$ cat src/rtl/fetch_if_id_pkg.sv
// fetch_if_id_pkg
// Definitions shared by the pipeline stages: instruction width, the NOP
// encoding used for bubbles, the Rs/Rt field positions, and the Fetch_State
// encodings. The include guard lets any stage pull this file in.
// No ports (package only).
`ifndef FETCH_IF_ID_PKG_SV
`define FETCH_IF_ID_PKG_SV
package fetch_if_id_pkg;

  localparam int INSTR_W = 32;
  localparam logic [INSTR_W-1:0] NOP = 32'h0000_0000;

  localparam int RS_MSB = 25;
  localparam int RS_LSB = 21;
  localparam int RT_MSB = 20;
  localparam int RT_LSB = 16;

  localparam logic [1:0] FS_RUN   = 2'd0;
  localparam logic [1:0] FS_HOLD  = 2'd1;
  localparam logic [1:0] FS_FLUSH = 2'd2;

  // Word-align a fetch address by clearing its byte-offset bits.
  function automatic logic [INSTR_W-1:0] pc_align(input logic [INSTR_W-1:0] addr);
    return addr & 32'hFFFF_FFFC;
  endfunction

endpackage
`endif

$ cat src/rtl/fetch_if_id_sat_counter.sv
// sat_counter
// Event counter that increments on inc and sticks at all-ones.
// Ports:
//   clk   - clock, rising edge
//   reset - synchronous active-high clear
//   inc   - count one event this cycle
//   count - current count (CNT_W bits)
module sat_counter #(
  parameter int CNT_W = 16
) (
  input  logic             clk,
  input  logic             reset,
  input  logic             inc,
  output logic [CNT_W-1:0] count
);

  always_ff @(posedge clk) begin
    if (reset) begin
      count <= '0;
    end else if (inc && !(&count)) begin
      count <= count + 1'b1;
    end
  end

endmodule

$ cat src/rtl/fetch_if_id.sv
// fetch_if_id
// Instruction-fetch stage plus IF/ID pipeline register.
// Ports:
//   clk, reset                      - clock and synchronous active-high reset
//   Stall_Data_Hazard               - freeze PC and IF/ID this cycle
//   Branch_Taken / Branch_Target    - redirect from a taken branch (wins)
//   Jump / Jump_Target              - redirect from a jump
//   Instr_IMem                      - combinational IMEM data for PC_IMem
//   PC_IMem                         - fetch address (the PC register)
//   Instruction_IF_ID, PCPlus4_IF_ID, Valid_IF_ID - IF/ID contents
//   RegisterRs_IF_ID, RegisterRt_IF_ID            - IF/ID source fields
//   Fetch_State                     - last cycle's action (RUN/HOLD/FLUSH)
//   Stall_Count, Flush_Count        - saturating event counters
module fetch_if_id
  import fetch_if_id_pkg::*;
#(
  parameter logic [31:0] PC_RESET = 32'h0000_0000,
  parameter int          CNT_W    = 16
) (
  input  logic             clk,
  input  logic             reset,
  input  logic             Stall_Data_Hazard,
  input  logic             Branch_Taken,
  input  logic [31:0]      Branch_Target,
  input  logic             Jump,
  input  logic [31:0]      Jump_Target,
  input  logic [31:0]      Instr_IMem,
  output logic [31:0]      PC_IMem,
  output logic [31:0]      Instruction_IF_ID,
  output logic [31:0]      PCPlus4_IF_ID,
  output logic             Valid_IF_ID,
  output logic [4:0]       RegisterRs_IF_ID,
  output logic [4:0]       RegisterRt_IF_ID,
  output logic [1:0]       Fetch_State,
  output logic [CNT_W-1:0] Stall_Count,
  output logic [CNT_W-1:0] Flush_Count
);

  logic [31:0] pc_p0;
  logic [31:0] pc_plus4_p0;
  logic [31:0] instr_p1;
  logic [31:0] pc_plus4_p1;
  logic        vld_p1;
  logic [1:0]  state;
  logic        redirect;
  logic [31:0] target;

  assign pc_plus4_p0 = pc_p0 + 32'd4;
  assign redirect    = Branch_Taken | Jump;
  assign target      = Branch_Taken ? Branch_Target : Jump_Target;

  // IF -> ID boundary: a stall freezes everything, including the redirect,
  // because ID re-resolves the branch with forwarded operands next cycle.
  always_ff @(posedge clk) begin
    if (reset) begin
      pc_p0       <= PC_RESET;
      instr_p1    <= NOP;
      pc_plus4_p1 <= '0;
      vld_p1      <= 1'b0;
      state       <= FS_RUN;
    end else if (Stall_Data_Hazard) begin
      state <= FS_HOLD;
    end else if (redirect) begin
      pc_p0       <= pc_align(target);
      instr_p1    <= NOP;
      pc_plus4_p1 <= '0;
      vld_p1      <= 1'b0;
      state       <= FS_FLUSH;
    end else begin
      pc_p0       <= pc_plus4_p0;
      instr_p1    <= Instr_IMem;
      pc_plus4_p1 <= pc_plus4_p0;
      vld_p1      <= 1'b1;
      state       <= FS_RUN;
    end
  end

  sat_counter #(.CNT_W(CNT_W)) u_stall_cnt (
    .clk   (clk),
    .reset (reset),
    .inc   (Stall_Data_Hazard),
    .count (Stall_Count)
  );

  sat_counter #(.CNT_W(CNT_W)) u_flush_cnt (
    .clk   (clk),
    .reset (reset),
    .inc   (!Stall_Data_Hazard && redirect),
    .count (Flush_Count)
  );

  assign PC_IMem           = pc_p0;
  assign Instruction_IF_ID = instr_p1;
  assign PCPlus4_IF_ID     = pc_plus4_p1;
  assign Valid_IF_ID       = vld_p1;
  assign Fetch_State       = state;
  // Bubbles hold NOP, so these read register 0 and never match in the hazard unit.
  assign RegisterRs_IF_ID  = instr_p1[RS_MSB:RS_LSB];
  assign RegisterRt_IF_ID  = instr_p1[RT_MSB:RT_LSB];

endmodule
$ cat config.mk
export PLATFORM = sky130hd
export DESIGN_NAME = fetch_if_id
export DESIGN_NICKNAME = d
export VERILOG_FILES = /design/src/rtl/fetch_if_id_pkg.sv /design/src/rtl/fetch_if_id_sat_counter.sv /design/src/rtl/fetch_if_id.sv
export SDC_FILE = /design/constraint.sdc
export NUM_CORES = 1
export LEC_CHECK = 0
export ABC_AREA = 1
export CELL_PAD_IN_SITES_DETAIL_PLACEMENT = 0
export CELL_PAD_IN_SITES_GLOBAL_PLACEMENT = 1
export CORE_MARGIN = 2
export CORE_UTILIZATION = 30
export CTS_CLUSTER_SIZE = 16
export DETAILED_ROUTE_END_ITERATION = 12
export PLACE_DENSITY_LB_ADDON = 0.1
export SLEW_MARGIN = 20
export SYNTH_ARGS = -nofsm -noshare
export SYNTH_HDL_FRONTEND = slang
export SYNTH_SLANG_ARGS = --single-unit
$ cat constraint.sdc
create_clock -name clk -period 1.85 [get_ports clk]
set_clock_uncertainty 0.2 [all_clocks]
set_input_delay 0.37 -clock clk [delete_from_list [all_inputs] [get_ports clk]]
set_output_delay 0.37 -clock clk [all_outputs]
set_load 0.01 [all_outputs]
; Word level (Yosys, flattened, before mapping)
; Index checks and enable logic that the tools add are counted.
[totals]
reg_bits = 131
inputBits = 101
out_inout_bits = 141
wordCells = 28
[classes]
add_sub_neg = 3
mux = 7
bitwise = 1
n_reduce_logical = 9
[ops]
columns = cell, n
row1 = $mux W32, 4
row2 = $add A16 B1 Y16 const B, 2
row3 = $add A32 B3 Y32 const B, 1
row4 = $reduce_and A16 Y1, 2
row5 = $logic_and A1 B1 Y1, 3
row6 = $logic_not A1 Y1, 3
row7 = $mux W1, 2
row8 = $mux W2, 1
row9 = $reduce_or A2 Y1, 1
row10 = $or A1 B1 Y1, 1

; Depth between registers and ports, before layout
[logic_depth]
depth_word = 3
ltp_mapped = 10

; Cells and area by module
; From an unflattened synthesis, not the netlist that was laid out.
[unflattened]
cells_unflattened = 863
hier_area_um2 = 6282.3
[by_module_without_submodules]
columns = module, n_inst, cells_per_inst, area_each_um2, seq_area_each_um2
row1 = fetch_if_id, 1, 571, 4325.4, 1901.8
row2 = sat_counter, 2, 146, 978.4, 320.3

; Worst setup path before layout
; No wires, ideal clock.
[synth_path]
path_type = reg-to-reg
from = register u_flush_cnt.count[0]
to = register u_flush_cnt.count[5]
setup_ns = 0.135
arrival_ns = 1.452
required_time_ns = 1.515
slack_ns = 0.063
stages_incl_launch_ff = 10
cell_sequence = dfxtp_1 > ha_1 > nand3_2 > inv_1 > nand2_1 > o21ai_2 > inv_2 > buf_6 > nand2_1 > a21oi_1
[synth_between]
elab_chain_len = 3
word_cells_on_any_way = 4
cone_classes = 1 x add/sub / 3 x reduce/logical
[synth_lines]
columns = item, line
row1 = from (decl), fetch_if_id_sat_counter.sv:14  ; output logic [CNT_W-1:0] count
row2 = from (signal assigned), fetch_if_id_sat_counter.sv:21  ; count <= count + 1'b1;
row3 = "parallel branches: the longest is 3 deep, another holds $add A16 B1 Y16", n/a
; Parallel ways; which one is timed is not known.
; A chain may end at the register's enable or synchronous reset.

; Worst setup path in the final report
[layout_path]
from = register pc_p0[3] (netlist: PC_IMem[3])
to = register pc_plus4_p1[18] (netlist: PCPlus4_IF_ID[18])
[layout_between]
elab_chain_len = 2
[layout_lines]
columns = item, line
row1 = from (decl), fetch_if_id.sv:39  ; logic [31:0] pc_p0;
row2 = from (signal assigned), fetch_if_id.sv:64  ; pc_p0 <= pc_align(target);
row3 = from (signal assigned), fetch_if_id.sv:70  ; pc_p0 <= pc_plus4_p0;
row4 = $add A32 B3 Y32, fetch_if_id.sv:48  ; assign pc_plus4_p0 = pc_p0 + 32'd4;
row5 = $mux W32, fetch_if_id.sv:63  ; end else if (redirect) begin
row6 = to (signal assigned), fetch_if_id.sv:72  ; pc_plus4_p1 <= pc_plus4_p0;
row7 = to (decl), fetch_if_id.sv:42  ; logic [31:0] pc_plus4_p1;
; Every way passes these cells.

==> flow_summary.yaml <==
run_status:
  outcome: "completed"
global_route:
  met1_usage_pct: 23.3
  met3_usage_pct: 5.38
  grt-ovfl-total: 0
  grt_use_total_pct: 19.0
  antenna_found_initial: 0
  grt_pass1_wl_um: 32800
  met2_usage_pct: 33.0
  grt_max_degree: 43
  grt_pass1_vias: 6327
  grt_busiest_layer: "met2"
critical_path:
  crit_arrival_ns: 1.90
  cp.required_ns: 1.96
  worstSetupPathType: "reg2reg"
  cp_max_fo: 5
  crit_path_end_kind: "register"
  start_kind: "register"
  r2r_cells: 9
clock_network:
  clock_path_buffers: 2
  cts-buffers-inserted: 17
  tritoncts: "yes"
  clock-sinks: 127
  clockRootBuffer: "clkbuf_16"
  htreeDepth: 4
  cts.clk_slew.worst_paths_ns: 0.06
  postCtsHoldBufs: 0
  clock_latency_ns: 0.42
power_and_ir_drop:
  peakVddDrop_v: 0.000606
  power_mw: 7.35
  cellPowerDensity_nw_per_um2: 753
  p_leak_nw: 4.55
timing:
  fmax_mhz: 558
  fin_setup_tns_ns: 0
  setup_viol_count_final: 0
  period_minus_slack_ns: 1.79
  hold_viol: 0
  finalCritPeriodShare_pct: 96.9
  final_max_slew_viol_count: 0
layout:
  areaGrowthSynthToFinish_pct: 60.1
  final_core_util_pct: 48.5
  layout-drive-gt1-share_pct: 16.3
  diodes: 0
  finalNetCount: 1223
routing:
  drt_first_pass_iters: 4
  drc: 0
  ant_nets: 0
  wl_um: 20500
  dr_total_vias: 6342
  drt_iter0_drc: 234
  vias_per_cell: 4.52
  wire_per_inst_um: 14.6
floorplan:
  row_count: 52
  io_pins: 242
  initial_utilization_pct: 30.3
  core_um2: 20100
  fp.dieW_um: 147
  die_y_um: 147
  dieArea_um2: 21500
logic_synthesis:
  ys.flop_type: "dfxtp_1"
  synth_seq_area_share_pct: 41.7
  syn_inst: 833
  ys_top_cells_by_count: "nand2_1 (270), dfxtp_1 (127), nor2_1 (83)"
  ys_async_sr_fraction_pct: 0
  synth_most_common_cell: "nand2_1"
  synth_edf_count: 0
  syn_area_per_cell_um2: 7.32
  synth.cell_area_um2: 6100
  ys_warn_count: 0
  synthTopCellsByArea: "dfxtp_1 (42%), nand2_1 (17%), nor2_1 (5.1%), a22o_1 (4.6%), nand3_1 (4.1%)"
  synth-seq-cells: 127
  yosysTopAreaCellShare_pct: 41.7
  synth_top_cell_by_area: "dfxtp_1"
  synth_cell_types: 39
flow_run:
  drv_cap: 0
hold_path:
  worstHoldPathType: "reg2reg"
  whs_path_depth: 2
placed_design:
  buffer_ports.inserted: 233
  gp_congestion: 0.765
  place_hpwl_um: 15500
registers in the layout (all words and copies together) (netlist names):
register,flops
Valid_IF_ID,1
Instruction_IF_ID,32
u_flush_cnt.count,16
PCPlus4_IF_ID,30
Fetch_State,2
PC_IMem,30
u_stall_cnt.count,16
area by class of cell:
| type | count | area [um^2] |
|---|---|---|
| fillers | 2070 | 10300 |
| inverters | 49 | 184 |
| clock inverters | 15 | 200 |
| flip-flops and latches | 127 | 2580 |
| repair buffers | 310 | 2880 |
| clock buffers | 17 | 425 |
| well taps | 270 | 338 |
| multi-input cells | 614 | 3150 |
through the flow:
| step | area, um^2 | setup slack, ns | hold WS, ns | instances |
|---|---|---|---|---|
| CTS | 9650 | 0.00197 | 0.250 | 1399 |
| global route | 9760 | -0.0349 | 0.260 | 1402 |
| global placement | 9160 | -0.230 | 0.238 | 1367 |
| finish | 9760 | 0.0579 | 0.245 | 1402 |
| floorplan | 6110 | 0.0630 | 0.274 | 836 |
| detailed placement | 9160 | -0.239 | 0.242 | 1367 |
layout by cell type, fill, tap and decap left out, types with 9 or more instances in the layout:
| master | n |
|---|---|
| nand2_1 | 268 |
| dlygate4sd2_1 | 136 |
| dfxtp_1 | 98 |
| clkdlybuf4s50_1 | 96 |
| nor2_1 | 76 |
| buf_4 | 65 |
| nand3_1 | 47 |
| a21oi_1 | 47 |
| inv_1 | 43 |
| a22o_1 | 32 |
| dfxtp_2 | 29 |
| a22oi_1 | 24 |
| clkbuf_16 | 17 |
| xnor2_1 | 14 |
| o21ai_0 | 12 |
| buf_12 | 11 |
| nor2_2 | 10 |
| nor2_4 | 9 |
per-layer routing:
metal  routed length, um  vias up
met5                   0        -
met4                 215        0
met3                1130       14
met2                9970      142
met1                9170     2860
li1                    -     3326
critical path: stages (launching register included):
cell and delay [ns]:
dfxtp_1 0.34, ha_2 0.21, nand2_2 0.08, nor2_4 0.11, nand2_4 0.08, nor2_4 0.15, buf_12 0.12, nand4_1 0.12
o21ai_2 0.19, nand2_1 0.07
path summary, 6_finish.rpt:
path                       endpoint              start  slack [ns]
setup / recovery  PCPlus4_IF_ID[18]         PC_IMem[3]        0.06
hold / removal    PCPlus4_IF_ID[10]  PCPlus4_IF_ID[10]        0.25
setup reg to reg  PCPlus4_IF_ID[18]         PC_IMem[3]        0.06
hold reg to reg   PCPlus4_IF_ID[10]  PCPlus4_IF_ID[10]        0.25
repair_timing:
item | in CTS | in global routing
gates resized for setup | 164 | 25
pin swaps | 0 | 3
setup buffers | 0 | 3
hold endpoints to repair | 0 | 0
endpoints found under the setup margin | 138 | 41
kinds of logic (layout without fill, tap and decap cells):
family / after synthesis / in the layout / synth area share (%)
other: 1 / 4 / 0.0615
flip-flops: 127 / 127 / 41.7
AND/OR/NAND/NOR: 439 / 439 / 30.1
multiplexers: 2 / 2 / 0.328
AO/OA/AOI/OAI: 146 / 146 / 16.3
buffers and inverters: 95 / 391 / 8.05
adder cells (fa/ha/maj): 3 / 3 / 0.616
XOR/XNOR: 20 / 20 / 2.87
report_power, final:
part / internal [mW] / switching (mW)
Clock: 2.18 / 1.43
Combinational: 0.468 / 0.382
Sequential: 2.82 / 0.0768
Total: 5.46 / 1.88
(Power assumes the default switching activity.)
